<file path="src/rtl/modarith_pkg.sv">
// Shared constants for the modular add/sub scheduler: op encoding and supported datapath latency.
package modarith_pkg;
  localparam logic OP_ADD      = 1'b0;
  localparam logic OP_SUB      = 1'b1;
  localparam int   MAX_LATENCY = 2;
endpackage

</file>
<file path="src/rtl/modarith_rr_scheduler_if.sv">
// Requester-facing bundle of the scheduler: per-requester issue handshake plus the tagged response stream.
interface modarith_rr_scheduler_if #(
  parameter int WIDTH   = 32,
  parameter int NUM_REQ = 4
);
  localparam int ID_W = $clog2(NUM_REQ);

  // Requester i's op transfers on a cycle where req_valid[i] && req_ready[i]; until then the
  // requester holds req_valid/req_op/req_a/req_b stable. Responses have no ready: rsp_valid is a
  // one-cycle pulse the consumer must take.
  logic [NUM_REQ-1:0]       req_valid;
  logic [NUM_REQ-1:0]       req_ready;
  logic [NUM_REQ-1:0]       req_op;
  logic [NUM_REQ*WIDTH-1:0] req_a;
  logic [NUM_REQ*WIDTH-1:0] req_b;
  logic                     rsp_valid;
  logic [ID_W-1:0]          rsp_id;
  logic [WIDTH-1:0]         rsp_data;

  modport master (
    output req_valid, req_op, req_a, req_b,
    input  req_ready, rsp_valid, rsp_id, rsp_data
  );

  modport slave (
    input  req_valid, req_op, req_a, req_b,
    output req_ready, rsp_valid, rsp_id, rsp_data
  );
endinterface

</file>
<file path="src/rtl/rr_arbiter.sv">
// Round-robin arbiter: grants the first request after the last winner, wrapping; the pointer
// moves to the winner only when the grant is actually taken (i_advance).
module rr_arbiter #(
  parameter int NUM_REQ = 4,
  localparam int ID_W   = $clog2(NUM_REQ)
) (
  input  logic               i_clk,
  input  logic               i_rst,
  input  logic [NUM_REQ-1:0] i_req,
  input  logic               i_advance,
  output logic [NUM_REQ-1:0] o_grant,
  output logic [ID_W-1:0]    o_grant_id
);
  localparam logic [ID_W:0] NR = (ID_W+1)'(NUM_REQ);

  logic [ID_W-1:0] r_ptr;
  logic [ID_W:0]   w_idx;
  logic            w_found;

  always_comb begin
    o_grant    = '0;
    o_grant_id = '0;
    w_found    = 1'b0;
    w_idx      = '0;
    for (int k = 1; k <= NUM_REQ; k++) begin
      w_idx = {1'b0, r_ptr} + (ID_W+1)'(k);
      if (w_idx >= NR) w_idx = w_idx - NR;
      if (!w_found && i_req[w_idx[ID_W-1:0]]) begin
        w_found    = 1'b1;
        o_grant_id = w_idx[ID_W-1:0];
      end
    end
    if (w_found) o_grant[o_grant_id] = 1'b1;
  end

  // Reset value NUM_REQ-1 makes requester 0 the first in line.
  always_ff @(posedge i_clk or posedge i_rst) begin
    if (i_rst) r_ptr <= ID_W'(NUM_REQ - 1);
    else if (i_advance) r_ptr <= o_grant_id;
  end
endmodule

</file>
<file path="src/rtl/modarith_rr_scheduler.sv">
// Shares one pipelined modular add/sub datapath among NUM_REQ requesters; a requester-ID tag pipe
// matched to the datapath latency labels each registered response.
module modarith_rr_scheduler
  import modarith_pkg::*;
#(
  parameter int WIDTH   = 32,
  parameter int NUM_REQ = 4,
  parameter int LATENCY = 2,
  localparam int ID_W   = $clog2(NUM_REQ)
) (
  input  logic                   i_clk,
  input  logic                   i_rst,
  input  logic                   i_hold,
  modarith_rr_scheduler_if.slave bus,
  output logic                   o_dp_valid,
  output logic                   o_dp_op,
  output logic [WIDTH-1:0]       o_dp_a,
  output logic [WIDTH-1:0]       o_dp_b,
  input  logic [WIDTH-1:0]       i_dp_result,
  output logic                   o_busy
);
  logic [NUM_REQ-1:0] w_grant;
  logic [ID_W-1:0]    w_grant_id;
  logic [NUM_REQ-1:0] w_ready;
  logic               w_fire;
  logic               w_tag_v;
  logic [ID_W-1:0]    w_tag_id;
  logic               w_pipe_busy;
  logic               r_rsp_valid;
  logic [ID_W-1:0]    r_rsp_id;
  logic [WIDTH-1:0]   r_rsp_data;

  rr_arbiter #(.NUM_REQ(NUM_REQ)) u_arb (
    .i_clk      (i_clk),
    .i_rst      (i_rst),
    .i_req      (bus.req_valid),
    .i_advance  (w_fire),
    .o_grant    (w_grant),
    .o_grant_id (w_grant_id)
  );

  // Reset also masks the combinational accept path so nothing issues while reset is held.
  assign w_ready       = w_grant & {NUM_REQ{~i_hold & ~i_rst}};
  assign w_fire        = |(bus.req_valid & w_ready);
  assign bus.req_ready = w_ready;

  always_comb begin
    o_dp_valid = w_fire;
    o_dp_op    = OP_ADD;
    o_dp_a     = '0;
    o_dp_b     = '0;
    if (w_fire) begin
      o_dp_op = bus.req_op[w_grant_id];
      o_dp_a  = bus.req_a[w_grant_id*WIDTH +: WIDTH];
      o_dp_b  = bus.req_b[w_grant_id*WIDTH +: WIDTH];
    end
  end

  generate
    if (LATENCY == 0) begin : g_no_pipe
      assign w_tag_v     = w_fire;
      assign w_tag_id    = w_grant_id;
      assign w_pipe_busy = 1'b0;
    end else begin : g_pipe
      logic [LATENCY-1:0] r_tag_v;
      logic [ID_W-1:0]    r_tag_id [LATENCY];

      always_ff @(posedge i_clk or posedge i_rst) begin
        if (i_rst) begin
          r_tag_v <= '0;
          for (int s = 0; s < LATENCY; s++) r_tag_id[s] <= '0;
        end else begin
          r_tag_v[0]  <= w_fire;
          r_tag_id[0] <= w_grant_id;
          for (int s = 1; s < LATENCY; s++) begin
            r_tag_v[s]  <= r_tag_v[s-1];
            r_tag_id[s] <= r_tag_id[s-1];
          end
        end
      end

      assign w_tag_v     = r_tag_v[LATENCY-1];
      assign w_tag_id    = r_tag_id[LATENCY-1];
      assign w_pipe_busy = |r_tag_v;
    end
  endgenerate

  // The last tag stage lines up with the datapath output of the same op.
  always_ff @(posedge i_clk or posedge i_rst) begin
    if (i_rst) begin
      r_rsp_valid <= 1'b0;
      r_rsp_id    <= '0;
      r_rsp_data  <= '0;
    end else begin
      r_rsp_valid <= w_tag_v;
      if (w_tag_v) begin
        r_rsp_id   <= w_tag_id;
        r_rsp_data <= i_dp_result;
      end
    end
  end

  assign bus.rsp_valid = r_rsp_valid;
  assign bus.rsp_id    = r_rsp_id;
  assign bus.rsp_data  = r_rsp_data;
  assign o_busy        = w_pipe_busy | r_rsp_valid;
endmodule

</file>
<file path="src/flat_wrapper.sv">
// flat-port wrapper written by rule: the top's interface ports become plain ports
module modarith_rr_scheduler_flat import modarith_pkg::*;
#(
  parameter int WIDTH   = 32,
  parameter int NUM_REQ = 4,
  parameter int LATENCY = 2,
  localparam int ID_W   = $clog2(NUM_REQ)
)
  (i_clk, i_rst, i_hold, o_dp_valid, o_dp_op, o_dp_a, o_dp_b, i_dp_result, o_busy, bus_req_valid, bus_req_op, bus_req_a, bus_req_b, bus_req_ready, bus_rsp_valid, bus_rsp_id, bus_rsp_data);
  modarith_rr_scheduler_if #(.WIDTH(WIDTH), .NUM_REQ(NUM_REQ)) bus_i ();
  input  logic i_clk;
  input  logic i_rst;
  input  logic i_hold;
  output logic o_dp_valid;
  output logic o_dp_op;
  output logic [WIDTH-1:0] o_dp_a;
  output logic [WIDTH-1:0] o_dp_b;
  input  logic [WIDTH-1:0] i_dp_result;
  output logic o_busy;
  input wire logic [$bits(bus_i.req_valid)-1:0] bus_req_valid;
  input wire logic [$bits(bus_i.req_op)-1:0] bus_req_op;
  input wire logic [$bits(bus_i.req_a)-1:0] bus_req_a;
  input wire logic [$bits(bus_i.req_b)-1:0] bus_req_b;
  output wire logic [$bits(bus_i.req_ready)-1:0] bus_req_ready;
  output wire logic [$bits(bus_i.rsp_valid)-1:0] bus_rsp_valid;
  output wire logic [$bits(bus_i.rsp_id)-1:0] bus_rsp_id;
  output wire logic [$bits(bus_i.rsp_data)-1:0] bus_rsp_data;
  assign bus_i.req_valid = bus_req_valid;
  assign bus_i.req_op = bus_req_op;
  assign bus_i.req_a = bus_req_a;
  assign bus_i.req_b = bus_req_b;
  assign bus_req_ready = bus_i.req_ready;
  assign bus_rsp_valid = bus_i.rsp_valid;
  assign bus_rsp_id = bus_i.rsp_id;
  assign bus_rsp_data = bus_i.rsp_data;
  modarith_rr_scheduler #(.WIDTH(WIDTH), .NUM_REQ(NUM_REQ), .LATENCY(LATENCY)) u_core (.i_clk(i_clk), .i_rst(i_rst), .i_hold(i_hold), .bus(bus_i), .o_dp_valid(o_dp_valid), .o_dp_op(o_dp_op), .o_dp_a(o_dp_a), .o_dp_b(o_dp_b), .i_dp_result(i_dp_result), .o_busy(o_busy));
endmodule
</file>
<file path="config.mk">
export PLATFORM = sky130hd
export DESIGN_NAME = modarith_rr_scheduler_flat
export DESIGN_NICKNAME = d
export VERILOG_FILES = /design/src/rtl/modarith_pkg.sv /design/src/rtl/modarith_rr_scheduler_if.sv /design/src/rtl/rr_arbiter.sv /design/src/rtl/modarith_rr_scheduler.sv /design/src/flat_wrapper.sv
export SDC_FILE = /design/constraint.sdc
export NUM_CORES = 1
export LEC_CHECK = 0
export ABC_AREA = 1
export ABC_CLOCK_PERIOD_IN_PS = 2900
export CAP_MARGIN = 10
export CORE_AREA = 5 5 152 154
export CTS_BUF_LIST = sky130_fd_sc_hd__clkbuf_4 sky130_fd_sc_hd__clkbuf_8
export CTS_CLUSTER_SIZE = 8
export DETAILED_ROUTE_END_ITERATION = 12
export DIE_AREA = 0 0 157 159
export GPL_ROUTABILITY_DRIVEN = 0
export SLEW_MARGIN = 10
export SYNTH_ARGS = -nofsm -noshare
export SYNTH_HDL_FRONTEND = slang
export SYNTH_SLANG_ARGS = --single-unit
</file>
<file path="constraint.sdc">
create_clock -name i_clk -period 2.9 [get_ports i_clk]
set_clock_uncertainty 0.2 [all_clocks]
set_input_delay 0.29 -clock i_clk [delete_from_list [all_inputs] [get_ports i_clk]]
set_output_delay 0.29 -clock i_clk [all_outputs]
set_load 0.01 [all_outputs]
</file>
# Yosys cells after proc, flatten, opt, wreduce, memory -nomap -nowiden

Cells that the tools add are included.

Memories kept: 0
Logic and storage cells: 70
Memory bits (read-only): 0
Latch bits: 0
Memory bits (writable): 0
Input port bits: 299
Flip-flop bits (word level): 43

Add/sub/neg operators: 8
Reduce and logical (&&, ||, !) cells: 9
Order comparisons: 10
Muxes and demuxes: 28
Bitwise gates (word level): 6
Multiply operators: 0
Shift-type cells: 2
Div/mod/pow operators: 0
Eq/ne operators: 0

Operators by type and width:

| kind                | count |
|---|---|
| $shiftx 128x8->32   | 2 |
| $mux 32             | 2 |
| $mux 2              | 8 |
| $lt 2x3->1 const B  | 5 |
| $ge 3x3->1 const B  | 4 |
| $mux 1              | 11 |
| $bmux 1 s2          | 5 |
| $and 4x4->4         | 2 |
| $sub 2x1->2 const B | 4 |
| $add 2x2->3 const B | 2 |
| $logic_and 1x1->1   | 4 |
| $mux 4              | 1 |
| $reduce_or 4->1     | 1 |
| $add 2x1->3 const B | 1 |
| $add 2x3->3 const B | 1 |
| $logic_not 1->1     | 3 |
| $demux 1 s2         | 1 |
| $ge 2x1->1 const B  | 1 |
| $not 1->1           | 2 |
| $reduce_or 2->1     | 1 |
| $and 1x1->1         | 1 |
| $or 1x1->1          | 1 |

# Longest topological paths before layout

Gate-level depths: netlist of the first run.

Depth after elaboration: 24
Mapped depth: 18
Gate-level depth less buffers: 14

# Hierarchy

A second synthesis of the first run with hierarchy kept.

Cell total of the unflattened synthesis: 1138
Area, all modules: 5688.0 µm²

By module, submodules not included:

| module                | cells each | area each (µm²) | seq. area each (µm²) | instances |
|---|---|---|---|---|
| modarith_rr_scheduler | 1068       | 5221.3          | 1026.0               | 1 |
| rr_arbiter            | 70         | 466.7           | 52.6                 | 1 |

# Worst setup path after synthesis of the first run

No wires, ideal clock.

Path type: flip-flop to output port
From: reg u_core.u_arb.r_ptr[0]
To: out o_dp_a[18]
Data required time: 2.410 ns
Path slack: 0.331 ns
Cell stages (with the launch flop): 17
Arrival time: 2.079 ns
Path through: dfstp_2 > buf_4 > inv_2 > buf_6 > nand2_2 > nand2_1 > nand2_2 > nand2_2 > nor2_2 > nand3_1 > nand3_2 > buf_4 > buf_2 > nand4_1 > nand2_1 > nor2_1 > nor2_1

Cells in the longest elaborated chain, start to end: 24

Ends and longest elaborated chain:

| element                                          | line                        | RTL |
|---|---|---|
| start: declaration                               | rr_arbiter.sv:16            | `logic [ID_W-1:0] r_ptr;` |
| start signal: assignment                         | rr_arbiter.sv:38            | `if (i_rst) r_ptr <= ID_W'(NUM_REQ - 1);` |
| start signal: assignment                         | rr_arbiter.sv:39            | `else if (i_advance) r_ptr <= o_grant_id;` |
| $add 2x1->3                                      | rr_arbiter.sv:26            | `w_idx = {1'b0, r_ptr} + (ID_W+1)'(k);` |
| $ge 3x3->1 / $sub 2x1->2 (equally long branches) | rr_arbiter.sv:27            | `if (w_idx >= NR) w_idx = w_idx - NR;` |
| $mux 2                                           | rr_arbiter.sv:27            |  |
| $bmux 1 s2                                       | rr_arbiter.sv:28            | `if (!w_found && i_req[w_idx[ID_W-1:0]]) begin` |
| $mux 1 (implied by the code)                     | rr_arbiter.sv:28            |  |
| $mux 1                                           | rr_arbiter.sv:28            |  |
| $logic_not 1->1                                  | rr_arbiter.sv:28            |  |
| $logic_and 1x1->1                                | rr_arbiter.sv:28            |  |
| [8 not listed]                                   | n/a                         |  |
| $logic_and 1x1->1 (implied by the code)          | rr_arbiter.sv:33            | `if (w_found) o_grant[o_grant_id] = 1'b1;` |
| $mux 1 (implied by the code)                     | rr_arbiter.sv:33            |  |
| $demux 1 s2                                      | rr_arbiter.sv:33            |  |
| $mux 4                                           | rr_arbiter.sv:33            |  |
| $and 4x4->4                                      | modarith_rr_scheduler.sv:43 | `assign w_ready = w_grant & {NUM_REQ{~i_hold & ~i_rst}};` |
| $and 4x4->4                                      | modarith_rr_scheduler.sv:44 | `assign w_fire = \|(bus.req_valid & w_ready);` |
| $reduce_or 4->1                                  | modarith_rr_scheduler.sv:44 |  |
| $mux 32 *                                        | modarith_rr_scheduler.sv:52 | `if (w_fire) begin` |
| end: declaration                                 | flat_wrapper.sv:16          | `output logic [WIDTH-1:0] o_dp_a;` |

Mark *: on every way between the ends. The rest lies on a longest branch, timed or not. The select of a mux whose other input is x is not followed.

# Worst setup path in the final report of the first run

From: reg u_core.u_arb.r_ptr[0]
To: out o_dp_a[15]

Same word-level chain as after synthesis.

==> impl_metrics.py, run 1 <==
metrics = {
    "clock_network": {
        "htree_levels": 2,
        "ctsHoldBuffers": 0,
        "cts_root_buf": "clkbuf_8",
        "clk_path_buf_depth": 2,
        "cts_tree": "built",
        "clk_pin_slew_ns": 0.08,
        "clk_latency_ns": 0.29,
        "clock_sinks": 43,
        "cts_buffers": 5,
    },
    "route": {
        "wl_um": 29900,
        "via_per_inst": 4.797,
        "wl_per_cell_um": 19.10,
        "drtIter0Drc": 444,
        "ant_nets": 0,
        "detail_route.drc_violations": 0,
        "dr_total_vias": 7507,
        "drt_pass1_iterations": 5,
    },
    "yosys": {
        "synth-adder-area-share_pct": 0,
        "synth.distinct_cells": 24,
        "synth_compound_area_share_pct": 0.6739,
        "synth_mux_area_share_pct": 0,
        "avgSynthCellArea_um2": 5.640,
        "yosys_warnings": 0,
        "netlist_area_um2": 4642,
        "synth_top_cell_by_area": "dfrtp_1",
        "synth_top_family_by_area": "simple AND/OR/NAND/NOR gates",
        "synthTopCellsByArea": "dfrtp_1 (22%), nand2_1 (22%), nand3_1 (21%), nor2_1 (11%), nand4_1 (8.9%)",
        "synth-simple-area-share_pct": 65.28,
        "synth_seq_cells": 43,
        "post-synth-top-area-fraction_pct": 22.10,
        "synth-seq-area-share_pct": 23.23,
        "synthCells": 823,
        "synth_xor_area_share_pct": 0,
        "syn_nets": 1122,
    },
    "power_and_ir_drop": {
        "p_total_mw": 16.15,
        "p_seq_share_pct": 6.2,
        "pwr-share-clk_pct": 2.9,
        "p_int_mw": 8.418,
        "power_frac_comb_pct": 90.8,
        "switching_share_pct": 47.89,
        "power_leakage_nw": 5.082,
        "irDropWorstVdd_v": 0.0007277,
        "power_switching_mw": 7.734,
        "power.density_nw_per_um2": 1528,
    },
    "worst_setup_path": {
        "reg2regPathDepth": 14,
        "cp-end-kind": "output pin",
        "cp_max_fo": 8,
        "cp.arrival_ns": 2.63,
        "path_class": "register to output pin",
        "cp-start-kind": "register",
        "required_ns": 2.41,
    },
    "status": {
        "violations": "negative setup slack",
        "status": "finished, violations left",
    },
    "floorplanning": {
        "dieArea_um2": 24960,
        "die_h_um": 159,
        "pin_count": 405,
        "fp.dieW_um": 157,
        "start_util_pct": 21.54,
        "core_um2": 21550,
        "placementRows": 54,
    },
    "layout": {
        "fin_util_pct": 49.05,
        "finalNetCount": 1580,
        "synthToLayoutAreaGrowth_pct": 127.7,
        "drive_gt1_share_pct": 22.31,
        "layout_common_cells": "clkdlybuf4s50_1 (334), nand2_1 (241), nand3_1 (177)",
        "layout_commonest_cell": "clkdlybuf4s50_1",
        "seq_area_um2": 1079,
        "multi_input_area_um2": 3406,
        "filler_cell_count": 2175,
    },
    "global_route": {
        "overflow": 0,
        "grt_pass1_wl_um": 43990,
        "grt_usage_pct": 22.40,
        "grt_max_degree": 39,
        "antenna_found_initial": 5,
        "first_global_vias": 7384,
    },
    "sta": {
        "setup_ws_ns": -0.2195,
        "setup_viol": 66,
        "period_minus_slack_ns": 3.119,
        "hold_viol": 0,
        "worst_pin_slew_ns": 0.5629,
        "max_freq_mhz": 320.6,
        "slew_headroom_pct": 62.24,
        "drv_slew": 0,
        "period_share_pct": 107.6,
        "rsz0062_at_grt": "yes",
    },
    "worst_hold_path": {
        "hold_path_class": "input port to asynchronous set/reset pin",
    },
    "placement": {
        "dp.final_hpwl_um": 21750,
        "port_buffers": 404,
    },
    "run": {
        "cap_violations": 0,
    },
}
## timing repair
action,in CTS,in global routing
endpoints found under the setup margin,70,70
pin swaps,43,19
setup buffers,29,7
gates cloned,16,3
resized for setup,395,35
## path summary, 6_finish.rpt
path                                                      from                                   to  slack [ns]
max                          u_core.u_arb.r_ptr[0]$_DFFE_PP1P_                           o_dp_a[15]       -0.22
min                                                      i_rst  u_core.bus.rsp_data[26]$_DFFE_PP0P_        0.13
max reg2reg                  u_core.u_arb.r_ptr[0]$_DFFE_PP1P_    u_core.u_arb.r_ptr[0]$_DFFE_PP1P_        0.43
min reg2reg                u_core.g_pipe.r_tag_id[3]$_DFF_PP0_         u_core.w_tag_id[1]$_DFF_PP0_        0.16
max in group asynchronous                                i_rst    u_core.u_arb.r_ptr[1]$_DFFE_PP1P_        1.62
min in group i_clk         u_core.g_pipe.r_tag_id[3]$_DFF_PP0_         u_core.w_tag_id[1]$_DFF_PP0_        0.16
## critical path: stages (launching register included)
cell and delay, ns:
dfstp_2 0.58, buf_8 0.15, nand2_2 0.07, nand2_4 0.08, nand2_4 0.08, a31oi_4 0.17, buf_4 0.15, nand3_4 0.17
buf_12 0.21, buf_12 0.12, buf_16 0.13, nand3_1 0.07, nand2_1 0.05, nor2_1 0.11, nor2_1 0.05, buf_2 0.13
## metal layers
metal  up-vias  track usage [%]  part of all wire, %
met2       354            39.81                   51
met3        44            5.953                  9.6
met5         -                0                0.090
met4         4            7.258                  2.7
met1      3438            25.88                   37
li1       3667                -                    -
## cells by family after synthesis
group / after synthesis
AOI/OAI and AO/OA: 4
buffers and inverters: 94
DFF: 43
and+or+nand+nor: 682
## power groups by stage
stage               clock network [mW]  logic [mW]  registers [mW]
floorplan                            0        5.99            1.12
global placement                     0        10.7            1.01
detailed placement                   0        10.7            1.02
CTS                              0.492        14.1            1.01
global route                     0.510        15.9            1.05
finish                           0.475        14.7            1.01
## registers in the layout, summed over array words and instances, names as in the netlist
| signal | count |
|---|---|
| u_core.u_arb.r_ptr | 2 |
| u_core.bus.rsp_valid | 1 |
| u_core.g_pipe.r_tag_v | 2 |
| u_core.w_tag_id | 2 |
| u_core.bus.rsp_id | 2 |
| u_core.bus.rsp_data | 32 |
| u_core.g_pipe.r_tag_id | 2 |
## stage by stage
step	hold WS, ns	cell area [um^2]	instances	setup slack (ns)	setup TNS (ns)
6_report	0.1304	10570	1565	-0.2195	-10.01
5_1_grt	0.1725	10570	1565	-0.3544	-18.97
4_1_cts	0.1355	10320	1553	-0.1904	-6.543
3_5_place_dp	0.1419	9412	1500	-0.5082	-28.84
3_3_place_gp	0.1337	9412	1500	-0.5124	-27.40
2_1_floorplan	0.1312	4642	823	0.3312	0
## area by class of cell
type,instances,area share [%]
Inverter,15,0.5563
Clock inverter,1,0.2841
Multi-Input combinational cell,686,32.22
Timing Repair Buffer,530,52.56
Clock buffer,7,0.7930
Sequential cell,43,10.20
Tap cell,280,3.314
Antenna cell,3,0.07101
## synth_stat cells, drive strengths merged
library cell and count:
clkinv 1, nand2 274, nand3 200, buf 62, nor3 4, clkbuf 17, a31oi 1, dfstp 2
o21ai 2, a21oi 1, nand4 66, inv 14, nor2 137, or3 1, dfrtp 41
(Power assumes the default switching activity.)
==> run 2: changes to the inputs <==
- CORE_AREA: 5 5 152 154 -> 5 5 156 158
- DIE_AREA: 0 0 157 159 -> 0 0 161 163
- DONT_BUFFER_PORTS: unset -> 1
==> run 2 against run 1 <==
The run still ends with negative setup slack left. Utilization decreased by 19 points. First-iteration DRC count rose by 73%. Sequential power increased by 17%. Power fell by 9.7%. Hold slack improved by 0.020 ns. Largest power group unchanged. Highest routed layer unchanged. Non-clock buffer count down 395.
==> impl_metrics.py, run 2 (same netlist as run 1, synthesis figures left out) <==
metrics = {
    "clock_network": {
        "clk_path_buf_depth": 2,
        "htree_levels": 2,
        "clock_sinks": 43,
        "clk_latency_ns": 0.29,
        "clk_pin_slew_ns": 0.08,
        "cts_buffers": 5,
        "cts_root_buf": "clkbuf_8",
        "cts_tree": "built",
    },
    "worst_setup_path": {
        "crit_slowest_cell": "dfstp_2",
        "worstPathCellList": "buf_4, nand2_1, nand2_2, nand2_4, a31oi_4, buf_4, nand3_4, buf_12, buf_12, buf_6, nand4_1, nand2_1, nor2_1, nor2_1, buf_4",
        "cp-end-kind": "output pin",
        "max_stage_delay_ns": 0.60,
        "crit_family": "buffers and inverters",
        "reg2reg_slack_ns": 0.38,
        "cp.arrival_ns": 2.62,
        "required_ns": 2.41,
        "cpMostUsedCell": "buf_4",
        "cp-start-kind": "register",
        "path_class": "register to output pin",
        "path_buf_inv": 6,
        "cp_max_fo": 7,
    },
    "layout": {
        "layout_commonest_cell": "nand2_1",
        "layout_common_cells": "nand2_1 (247), nand3_1 (189), nor2_1 (77)",
        "synthToLayoutAreaGrowth_pct": 47.87,
        "filler_cell_count": 2467,
        "seq_area_um2": 1079,
        "largest_reg_flops": 32,
        "drive_gt1_share_pct": 25.00,
        "fin_area_um2": 6864,
        "multi_input_area_um2": 3428,
        "finalNetCount": 1186,
    },
    "floorplanning": {
        "die_h_um": 163,
        "dieArea_um2": 26240,
        "fp.dieW_um": 161,
        "placementRows": 56,
        "pin_count": 405,
        "core_um2": 22980,
        "start_util_pct": 20.20,
    },
    "global_route": {
        "antenna_found_initial": 2,
        "grt_usage_pct": 18.19,
        "grt_pass1_wl_um": 37340,
        "grt_max_degree": 39,
        "first_global_vias": 6162,
        "overflow": 0,
    },
    "sta": {
        "hold_viol": 0,
        "period_minus_slack_ns": 3.107,
        "setup_viol": 67,
        "worst_pin_slew_ns": 0.9211,
        "slew_headroom_pct": 38.21,
        "period_share_pct": 107.1,
        "max_freq_mhz": 321.9,
        "rsz0062_at_grt": "yes",
        "drv_slew": 0,
        "setup_ws_ns": -0.2065,
        "tns_ns": -8.116,
    },
    "route": {
        "via_per_inst": 5.414,
        "wl_per_cell_um": 22.09,
        "dr_total_vias": 6383,
        "ant_nets": 0,
        "detail_route.drc_violations": 0,
        "wl_um": 26050,
        "drt_pass1_iterations": 5,
        "drtIter0Drc": 768,
    },
    "placement": {
        "dp.final_hpwl_um": 17320,
        "port_buffers": 0,
        "post_dp_cell_area_um2": 5207,
    },
    "run": {
        "cap_violations": 0,
    },
    "status": {
        "violations": "negative setup slack",
        "status": "finished, violations left",
    },
    "power_and_ir_drop": {
        "power_leakage_nw": 3.359,
        "power.density_nw_per_um2": 2125,
        "irDropWorstVdd_v": 0.0007827,
    },
    "worst_hold_path": {
        "hold_path_class": "register to register",
    },
}
[run 2: changes by cell type in the layout (fill, tap and decap cells not counted), moves of 14 or more]
cell,change
nor2_2,+51
nor2_1,-49
dlygate4sd3_1,+33
clkdlybuf4s50_1,-334
buf_2,-60
buf_4,-14
[run 2: area by class of cell]
cell class,count,share of cell area [%]
diodes,1,0.03646
flip-flops and latches,43,15.71
well taps,290,5.286
inverters,15,0.8932
repair buffers,135,26.14
multi-input cells,687,49.95
clock buffers,6,1.112
clock inverters,2,0.8750
[run 2: metal layers]
metal  vias up  share of wire, %  GRT usage [%]
li1       2869                 -              -
met1      2931                36          20.98
met2       515                49          31.56
met3        66                12          5.771
met4         2               3.4          6.941
met5         -             0.050              0
[run 2: timing repair]
action,4_1_cts,5_1_grt
buffers inserted,20,5
hold buffers,33,0
hold endpoints to repair,42,0
gates cloned,17,1
gates resized for setup,102,35
pin swaps,14,9
setup endpoints to repair,67,69
[run 2: path summary, 6_finish.rpt]
| path | startpoint | to | depth (start not counted) |
|---|---|---|---|
| setup reg to reg | u_core.u_arb.r_ptr[0]$_DFFE_PP1P_ | u_core.u_arb.r_ptr[0]$_DFFE_PP1P_ | 12 |
| setup / recovery | u_core.u_arb.r_ptr[0]$_DFFE_PP1P_ | o_dp_b[18] | 15 |
| hold / removal | u_core.g_pipe.r_tag_id[2]$_DFF_PP0_ | u_core.w_tag_id[0]$_DFF_PP0_ | 0 |
| hold reg to reg | u_core.g_pipe.r_tag_id[2]$_DFF_PP0_ | u_core.w_tag_id[0]$_DFF_PP0_ | 0 |
| max in group asynchronous | i_rst | u_core.bus.rsp_id[0]$_DFFE_PP0P_ | 3 |
| min in group asynchronous | i_rst | u_core.bus.rsp_data[15]$_DFFE_PP0P_ | 2 |
[run 2: metrics by stage]
step | instances | hold WS (ns) | total power [mW] | worst slack (ns) | utilization [%]
2_1_floorplan | 823 | 0.1312 | 7.113 | 0.3312 | -
3_3_place_gp | 1094 | 0.04226 | 9.448 | 0.04562 | 22.66
3_5_place_dp | 1094 | 0.03354 | 9.559 | -0.02153 | 22.66
4_1_cts | 1172 | 0.1529 | 13.98 | -0.1359 | 29.08
5_1_grt | 1179 | 0.1580 | 15.62 | -0.3564 | 29.87
6_report | 1179 | 0.1506 | 14.58 | -0.2065 | 29.87
[run 2: where the power goes]
part | internal, mW | total, mW | switching [mW]
Clock | 0.354 | 0.556 | 0.203
Combinational | 5.57 | 12.8 | 7.28
Sequential | 0.877 | 1.18 | 0.302
